===== src/rtl/ps2_keycode_hub.sv =====
// ---------------------------------------------------------------------------
// ps2_keycode_hub
//   PS/2 keyboard front-end. It oversamples the raw PS/2 clock and data pins on
//   the system clock and decodes 11-bit frames. E0 (extended) and F0 (break)
//   prefixes are stripped. The block keeps a DEPTH-entry history of make codes
//   and watches for a two-key make sequence that toggles the display/FSM mode.
//
//   Optional build macro: PS2_PARITY_CHECK_EN
//     defined   -> a byte is rejected (frame_err) unless data+parity is odd
//     undefined -> the parity bit is captured but ignored
//
// Ports
//   clk        in   system clock (50 MHz)
//   reset      in   asynchronous, active-high reset
//   ps_clk     in   raw PS/2 clock pin (asynchronous)
//   ps_data    in   raw PS/2 data pin (asynchronous)
//   code_valid out  1-cycle pulse, code/code_ext/code_brk valid
//   code       out  scan code with prefixes removed (held until next pulse)
//   code_ext   out  code was preceded by E0
//   code_brk   out  code was preceded by F0
//   hist       out  make-code history, [7:0] newest
//   seq_hit    out  1-cycle pulse on SEQ_FIRST -> SEQ_SECOND consecutive makes
//   mode_fsm   out  level, 0 = hex display mode, 1 = FSM mode
//   frame_err  out  1-cycle pulse, frame aborted (timeout) or rejected
// ---------------------------------------------------------------------------
module ps2_keycode_hub #(
   parameter int         DEPTH          = 2,
   parameter int         TIMEOUT_CYCLES = 50000,
   parameter logic [7:0] SEQ_FIRST      = 8'h1C,
   parameter logic [7:0] SEQ_SECOND     = 8'h1B
) (
   input  logic                 clk,
   input  logic                 reset,
   input  logic                 ps_clk,
   input  logic                 ps_data,
   output logic                 code_valid,
   output logic [7:0]           code,
   output logic                 code_ext,
   output logic                 code_brk,
   output logic [8*DEPTH-1:0]   hist,
   output logic                 seq_hit,
   output logic                 mode_fsm,
   output logic                 frame_err
);

   localparam int            TW     = $clog2(TIMEOUT_CYCLES + 1);
   localparam logic [TW-1:0] T_LAST = TW'(TIMEOUT_CYCLES - 1);

   typedef enum logic [1:0] {S_IDLE, S_DATA, S_PARITY, S_STOP} state_t;

   state_t        state;
   logic [1:0]    clk_sync;
   logic [1:0]    data_sync;
   logic          clk_prev;
   logic [2:0]    bit_cnt;
   logic [7:0]    shreg;
   logic          par_bit;
   logic [TW-1:0] tcnt;
   logic          ext_pend;
   logic          brk_pend;
   logic          fall;
   logic          din;
   logic          par_ok;

   // Synchronisers reset to 1 (idle bus level) so that leaving reset cannot
   // look like a falling edge.
   always_ff @(posedge clk or posedge reset) begin
      if (reset) begin
         clk_sync  <= 2'b11;
         data_sync <= 2'b11;
         clk_prev  <= 1'b1;
      end else begin
         clk_sync  <= {clk_sync[0], ps_clk};
         data_sync <= {data_sync[0], ps_data};
         clk_prev  <= clk_sync[1];
      end
   end

   assign fall = clk_prev & ~clk_sync[1];
   assign din  = data_sync[1];

`ifdef PS2_PARITY_CHECK_EN
   assign par_ok = ^{shreg, par_bit};
`else
   // The parity bit is still captured, but it never blocks a byte.
   assign par_ok = par_bit | 1'b1;
`endif

   always_ff @(posedge clk or posedge reset) begin
      if (reset) begin
         state      <= S_IDLE;
         bit_cnt    <= '0;
         shreg      <= '0;
         par_bit    <= 1'b0;
         tcnt       <= '0;
         ext_pend   <= 1'b0;
         brk_pend   <= 1'b0;
         code_valid <= 1'b0;
         code       <= '0;
         code_ext   <= 1'b0;
         code_brk   <= 1'b0;
         hist       <= '0;
         seq_hit    <= 1'b0;
         mode_fsm   <= 1'b0;
         frame_err  <= 1'b0;
      end else begin
         code_valid <= 1'b0;
         seq_hit    <= 1'b0;
         frame_err  <= 1'b0;

         if (state == S_IDLE) begin
            tcnt <= '0;
            if (fall && !din) begin
               state   <= S_DATA;
               bit_cnt <= '0;
            end
         end else if (fall) begin
            // An edge always wins over a timeout in the same cycle.
            tcnt <= '0;
            case (state)
               S_DATA: begin
                  shreg   <= {din, shreg[7:1]};
                  bit_cnt <= bit_cnt + 3'd1;
                  if (bit_cnt == 3'd7)
                     state <= S_PARITY;
               end
               S_PARITY: begin
                  par_bit <= din;
                  state   <= S_STOP;
               end
               default: begin
                  state <= S_IDLE;
                  if (!din || !par_ok) begin
                     frame_err <= 1'b1;
                     ext_pend  <= 1'b0;
                     brk_pend  <= 1'b0;
                  end else if (shreg == 8'hE0) begin
                     ext_pend <= 1'b1;
                  end else if (shreg == 8'hF0) begin
                     brk_pend <= 1'b1;
                  end else begin
                     code_valid <= 1'b1;
                     code       <= shreg;
                     code_ext   <= ext_pend;
                     code_brk   <= brk_pend;
                     ext_pend   <= 1'b0;
                     brk_pend   <= 1'b0;
                     // Only makes (extended or not) enter the history; the
                     // sequence compare uses the newest entry before the shift.
                     if (!brk_pend) begin
                        hist <= {hist[8*DEPTH-9:0], shreg};
                        if (shreg == SEQ_SECOND && hist[7:0] == SEQ_FIRST) begin
                           seq_hit  <= 1'b1;
                           mode_fsm <= ~mode_fsm;
                        end
                     end
                  end
               end
            endcase
         end else if (tcnt == T_LAST) begin
            state     <= S_IDLE;
            tcnt      <= '0;
            frame_err <= 1'b1;
            ext_pend  <= 1'b0;
            brk_pend  <= 1'b0;
         end else begin
            tcnt <= tcnt + 1'b1;
         end
      end
   end

endmodule


===== config.mk =====
export PLATFORM = sky130hd
export DESIGN_NAME = ps2_keycode_hub
export DESIGN_NICKNAME = d
export VERILOG_FILES = /design/src/rtl/ps2_keycode_hub.sv
export SDC_FILE = /design/constraint.sdc
export NUM_CORES = 1
export LEC_CHECK = 0
export BUFFER_PORTS_ARGS = -buffer_cell sky130_fd_sc_hd__buf_2
export CORE_UTILIZATION = 35
export DETAILED_ROUTE_END_ITERATION = 8
export SKIP_LAST_GASP = 1
export SLEW_MARGIN = 20
export SYNTH_ARGS = -nofsm -noshare
export SYNTH_HDL_FRONTEND = slang
export SYNTH_SLANG_ARGS = --single-unit
export TNS_END_PERCENT = 50

===== constraint.sdc =====
create_clock -name clk -period 2.95 [get_ports clk]
set_input_delay 0.295 -clock clk [delete_from_list [all_inputs] [get_ports clk]]
set_output_delay 0.295 -clock clk [all_outputs]
set_load 0.005 [all_outputs]

# Word-level counts from Yosys, hierarchy flattened

Index checks and enable logic that the tools add are counted.

Register bits: 66
Bits in latches: 0
RAM bits: 0
Memory bits (read-only): 0
Output and inout port bits: 30
Logic and storage cells: 100
Memories: 0

Add/sub/neg operators: 2
Multipliers: 0
Divide/modulo/power cells: 0
Order comparisons: 0
Equality and inequality tests: 13
Shift operators: 0
Muxes and demuxes: 43
Bitwise gates (word level): 8
Reduce and logical (&&, ||, !) cells: 17

Operators by type and width:

| kind                  | count |
|---|---|
| $mux 16               | 3 |
| $mux 1                | 30 |
| $add 16x1->16 const B | 1 |
| $eq 16x16->1 const B  | 1 |
| $eq 8x5->1 const B    | 2 |
| $eq 8x8->1 const B    | 2 |
| $mux 3                | 4 |
| $mux 2                | 5 |
| $reduce_and 3->1      | 3 |
| $ne 4x4->1 const B    | 2 |
| $reduce_and 4->1      | 2 |
| $reduce_and 8->1      | 1 |
| $not 1->1             | 7 |
| $reduce_and 7->1      | 1 |
| $reduce_and 6->1      | 1 |
| $reduce_bool 2->1     | 3 |
| $pmux 2 s2            | 1 |
| $add 3x1->3 const B   | 1 |
| $eq 3x3->1 const B    | 1 |
| $ne 3x3->1 const B    | 1 |
| $reduce_bool 3->1     | 1 |
| $eq 2x1->1 const B    | 1 |
| $eq 2x2->1 const B    | 1 |
| $logic_and 1x1->1     | 2 |
| other kinds (6)       | 6 |

# Depth between registers and ports, before layout

Depth in word-level cells: 10
Depth in mapped cells: 8

# Worst setup path after synthesis

OpenSTA, ideal clock, no wires.

Path type: register to register
From: register state[0]
To: register hist[0]
Data arrival time: 2.033 ns
Required time: 2.825 ns
Setup slack: 0.792 ns
Stages on the path, launching flop included: 8
Path buffers: 2
Period minus slack after synthesis: 2.158 ns
Path through: dfrtp_1 inv_1 ha_1 or3_1 clkbuf_1 nor3_4 buf_4 mux2_2

Word-level cells in the longest chain between the ends: 4

RTL lines:

| element                                         | RTL line | source |
|---|---|---|
| start: declaration                              | 51       | `state_t state;` |
| start signal: assignment                        | 91       | `state <= S_IDLE;` |
| start signal: assignment                        | 114      | `state <= S_DATA;` |
| start signal: assignment                        | 125      | `state <= S_PARITY;` |
| $eq 2x2->1 / $eq 2x1->1 (equally long branches) | 120      | `case (state)` |
| $reduce_or 2->1 (no source line)                | --       |  |
| $not 1->1 (no source line)                      | --       |  |
| $reduce_and 7->1 (no source line) *             | --       |  |
| end signal: assignment                          | 151      | `hist <= {hist[8*DEPTH-9:0], shreg};` |
| end: declaration                                | 40       | `output logic [8*DEPTH-1:0] hist,` |

Mark *: on every way between the ends. The rest lies on a longest branch, timed or not.
A chain may end at the register's enable or synchronous reset.

# Final worst setup path

From: register state[0]
To: register hist[15]

Same word-level chain as after synthesis.

==> impl_metrics.tcl <==
set metrics [dict create \
    combinationalPowerShare_pct 24.7 \
    peakVddDrop_mv 0.321 \
    crit_fanout 16 \
    clock_latency_ns 0.34 \
    crit_start "state[0]" \
    m1WireLength_um 2680 \
    p_sw_share_pct 30.9 \
    diodes 0 \
    cp-endpoint "hist[15]" \
    period_needed_ns 2.21 \
    synth.distinct_cells 40 \
    final.setup.tns_ns 0 \
    synth_top_cell_by_area "dfrtp_1" \
    die_w_um 93.5 \
    drive_above_1_share_pct 34.4 \
    top_layer "met4" \
    cts-htree-levels 3 \
    path_class "flop to flop" \
    core_region_area_mm2 0.00818 \
    status "finished, final reports clean" \
    synthToLayoutAreaGrowth_pct 17.4 \
    fin_crit_sh_pct 75.0 \
    drt_iter0_drc 64 \
    r2r_cells 6 \
    cap_violations 0 \
    syn_nets 250 \
    cts_hold_buf 0 \
    setup_viol 0 \
    power_density_mw_per_mm2 851 \
    cts_resized 0 \
    crit_chain "inv_1 > ha_1 > or3_1 > nor3_4 > buf_4 > mux2_2" \
    routed-wl-met2_um 2190 \
    cts.sinks 66 \
    regToRegStartpoint "state[0]" \
    grt_max_degree 67 \
    root_buffer "clkbuf_8" \
    finClkSkew_ns 0.00817 \
    worst_pin_slew_ns 0.826 \
    die-area_mm2 0.00875 \
    synth_area_leaders "dfrtp_1, mux2_2, dfstp_2" \
    whs_ns 0.0483 \
    switchingPower_mw 0.904 \
    synth_area_mm2 0.00293 \
    grt-ovfl-total 0 \
    p_leak_nw 1.62 \
    grt_usage_pct 13.3 \
    postCtsSetupBuffers 0 \
    arrival_ns 2.44 \
    synth-seq-area-share_pct 56.6 \
    hold_class "input port to flop" \
    row_count 33 \
    worst_slack_ns 0.738 \
    dieHeight_um 93.5 \
    timing.fmax_ghz 0.452 \
    first_pass_iters 4 \
    vias 1870 \
    clk_pin_slew_worst_paths_ns 0.07 \
    cpMaxStageDelayCell "or3_1" \
    ys_ff_latch 66 \
    yosysWarnings 0 \
    required_ns 3.18 \
    r2r_end "hist[15]" \
    cts_buffer_depth 2 \
    grt_pass1_vias 1810 \
    postSynthCellCount 239 \
    critical_path.max_stage_delay_ns 0.52 \
    globalplace.congestion 0.773 \
    final_max_slew_viol_count 0 \
    crit_path_start_kind "flop" \
    viasPerCell 4.79 \
    synth_top_area_share_pct 52.1 \
    clockPowerShare_pct 29.2 \
    routed_wl_um 5170 \
    grt_pass1_wl_um 8820 \
    avgSynthCellArea_um2 12.3 \
    io_pins 34 \
    antenna_found_initial 0 \
    internal-power_mw 2.03 \
    maxSlewHeadroom_pct 44.9 \
    cts_buffers 9 \
    pre_cts_ws_ns 0.746 \
    drc 0 \
    avgRoutedWirePerCell_um 13.2 \
    seq_power_share_pct 46.1 \
    ant_nets 0 \
    initial_utilization_pct 35.9 \
    dr_wl_met3_um 167 \
    rsz0062_at_grt "false" \
    fin_nets 291 \
    reg2reg_slack_ns 0.74 \
    end_kind "flop" \
    portBuffers 33 \
    cts_tree "built" \
    hold_violations 0 \
    dp_hpwl_um 3440 \
]
cells by family after synthesis:
| group | synth area share (%) |
|---|---|
| XOR/XNOR | 4.18 |
| buffers and inverters | 2.77 |
| multiplexers | 13.0 |
| AND/OR/NAND/NOR | 16.4 |
| AO/OA/AOI/OAI | 4.10 |
| adder cells (fa/ha/maj) | 2.99 |
| flip-flops | 56.6 |
power groups by stage:
stage | clock network [mW] | logic (mW) | registers, mW
floorplan | 0 | 0.515 | 1.32
global placement | 0 | 0.708 | 1.36
detailed placement | 0 | 0.729 | 1.37
CTS | 0.885 | 0.734 | 1.36
global route | 0.928 | 0.819 | 1.40
finish | 0.855 | 0.722 | 1.35
flip-flops by register name, indices dropped and copies added, names as in the netlist:
signal / count
shreg: 8
tcnt: 16
frame_err: 1
seq_hit: 1
code_brk: 1
data_sync: 2
brk_pend: 1
code_ext: 1
mode_fsm: 1
bit_cnt: 3
hist: 16
code: 8
ext_pend: 1
clk_sync: 2
clk_prev: 1
code_valid: 1
state: 2
placed cells by master (no fill, tap or decap), types with 2 or more instances in the layout:
cell type  netlist  final
o21a_1           2      2
buf_2            2     33
nor2_1          23     23
dfrtp_1         61     61
nor4bb_1         3      3
inv_1           10      9
mux2_2          33     33
nor4_1           4      4
clkbuf_8         0     10
ha_1             7      7
or4bb_1          3      3
bufinv_16        0      2
dfstp_2          5      5
nand4_1          6      6
o31ai_1          2      2
xnor2_1         11     11
buf_4            2      4
a21oi_1          4      4
nor3_1           8      8
nand2_1         12     12
xor2_1           3      3
a31oi_1          2      2
nand3_1          5      5
or3_1            3      3
nor2b_1          3      3
o21ai_0          8      8
clkinv_4         0      2
per-layer routing:
layer  up-vias  GRT usage, %
li1        926             -
met5         -             0
met1       897          19.0
met4         0          8.72
met2        36          17.9
met3        11          3.01
cell type report:
type                       count  area [um^2]
clock buffer                  10          138
clock inverter                 6         90.1
fill                         772         4730
inverter                      10         37.5
multi-input combinational    156         1190
sequential                    66         1660
tap                          105          131
timing repair buffer          37          195
critical path, delay by kind of cell, from the launching register on:
family        cells  cell delay, ns
fa+ha+maj         1            0.33
simple gates      2            0.66
mux               1            0.36
flops             1            0.39
buf+inv           2            0.35
metrics by stage:
step / instances / power [mW] / utilization (%) / area [um^2]
2_1_floorplan: 239 / 1.84 / - / 2930
3_3_place_gp: 374 / 2.07 / 39.3 / 3210
3_5_place_dp: 374 / 2.10 / 39.3 / 3210
4_1_cts: 390 / 2.98 / 42.1 / 3440
5_1_grt: 390 / 3.14 / 42.1 / 3440
6_report: 390 / 2.93 / 42.1 / 3440
worst min path at each step:
stage,from,depth (start not counted),slack (ns),to
2_1_floorplan,ps_clk,0,0.30,clk_sync[0]
3_3_place_gp,data_sync[0],0,0.35,data_sync[1]
3_5_place_dp,data_sync[0],0,0.35,data_sync[1]
4_1_cts,ps_clk,1,0.03,clk_sync[0]
5_1_grt,ps_clk,1,0.03,clk_sync[0]
6_report,ps_clk,1,0.05,clk_sync[0]
synth_stat cells (all sizes together):
cell and instances:
xnor2 11, inv 10, or4 1, nor3 9, and4b 1, nor4 5, nand4b 1, nand3 5
or2 1, mux2i 1, buf 5, a2bb2oi 1, xor2 3, nor4bb 3, or3 3, nand4 6
o21a 2, clkbuf 2, o31ai 2, nand2b 2, nor3b 2, dfrtp 61, dfstp 5, a31oi 2
mux2 33, nor2 23, ha 7, nand2 12, nor2b 3, or4b 1, o21ai 9, a21oi 4
or4bb 3
No activity file was read; power rests on OpenSTA's default activity.
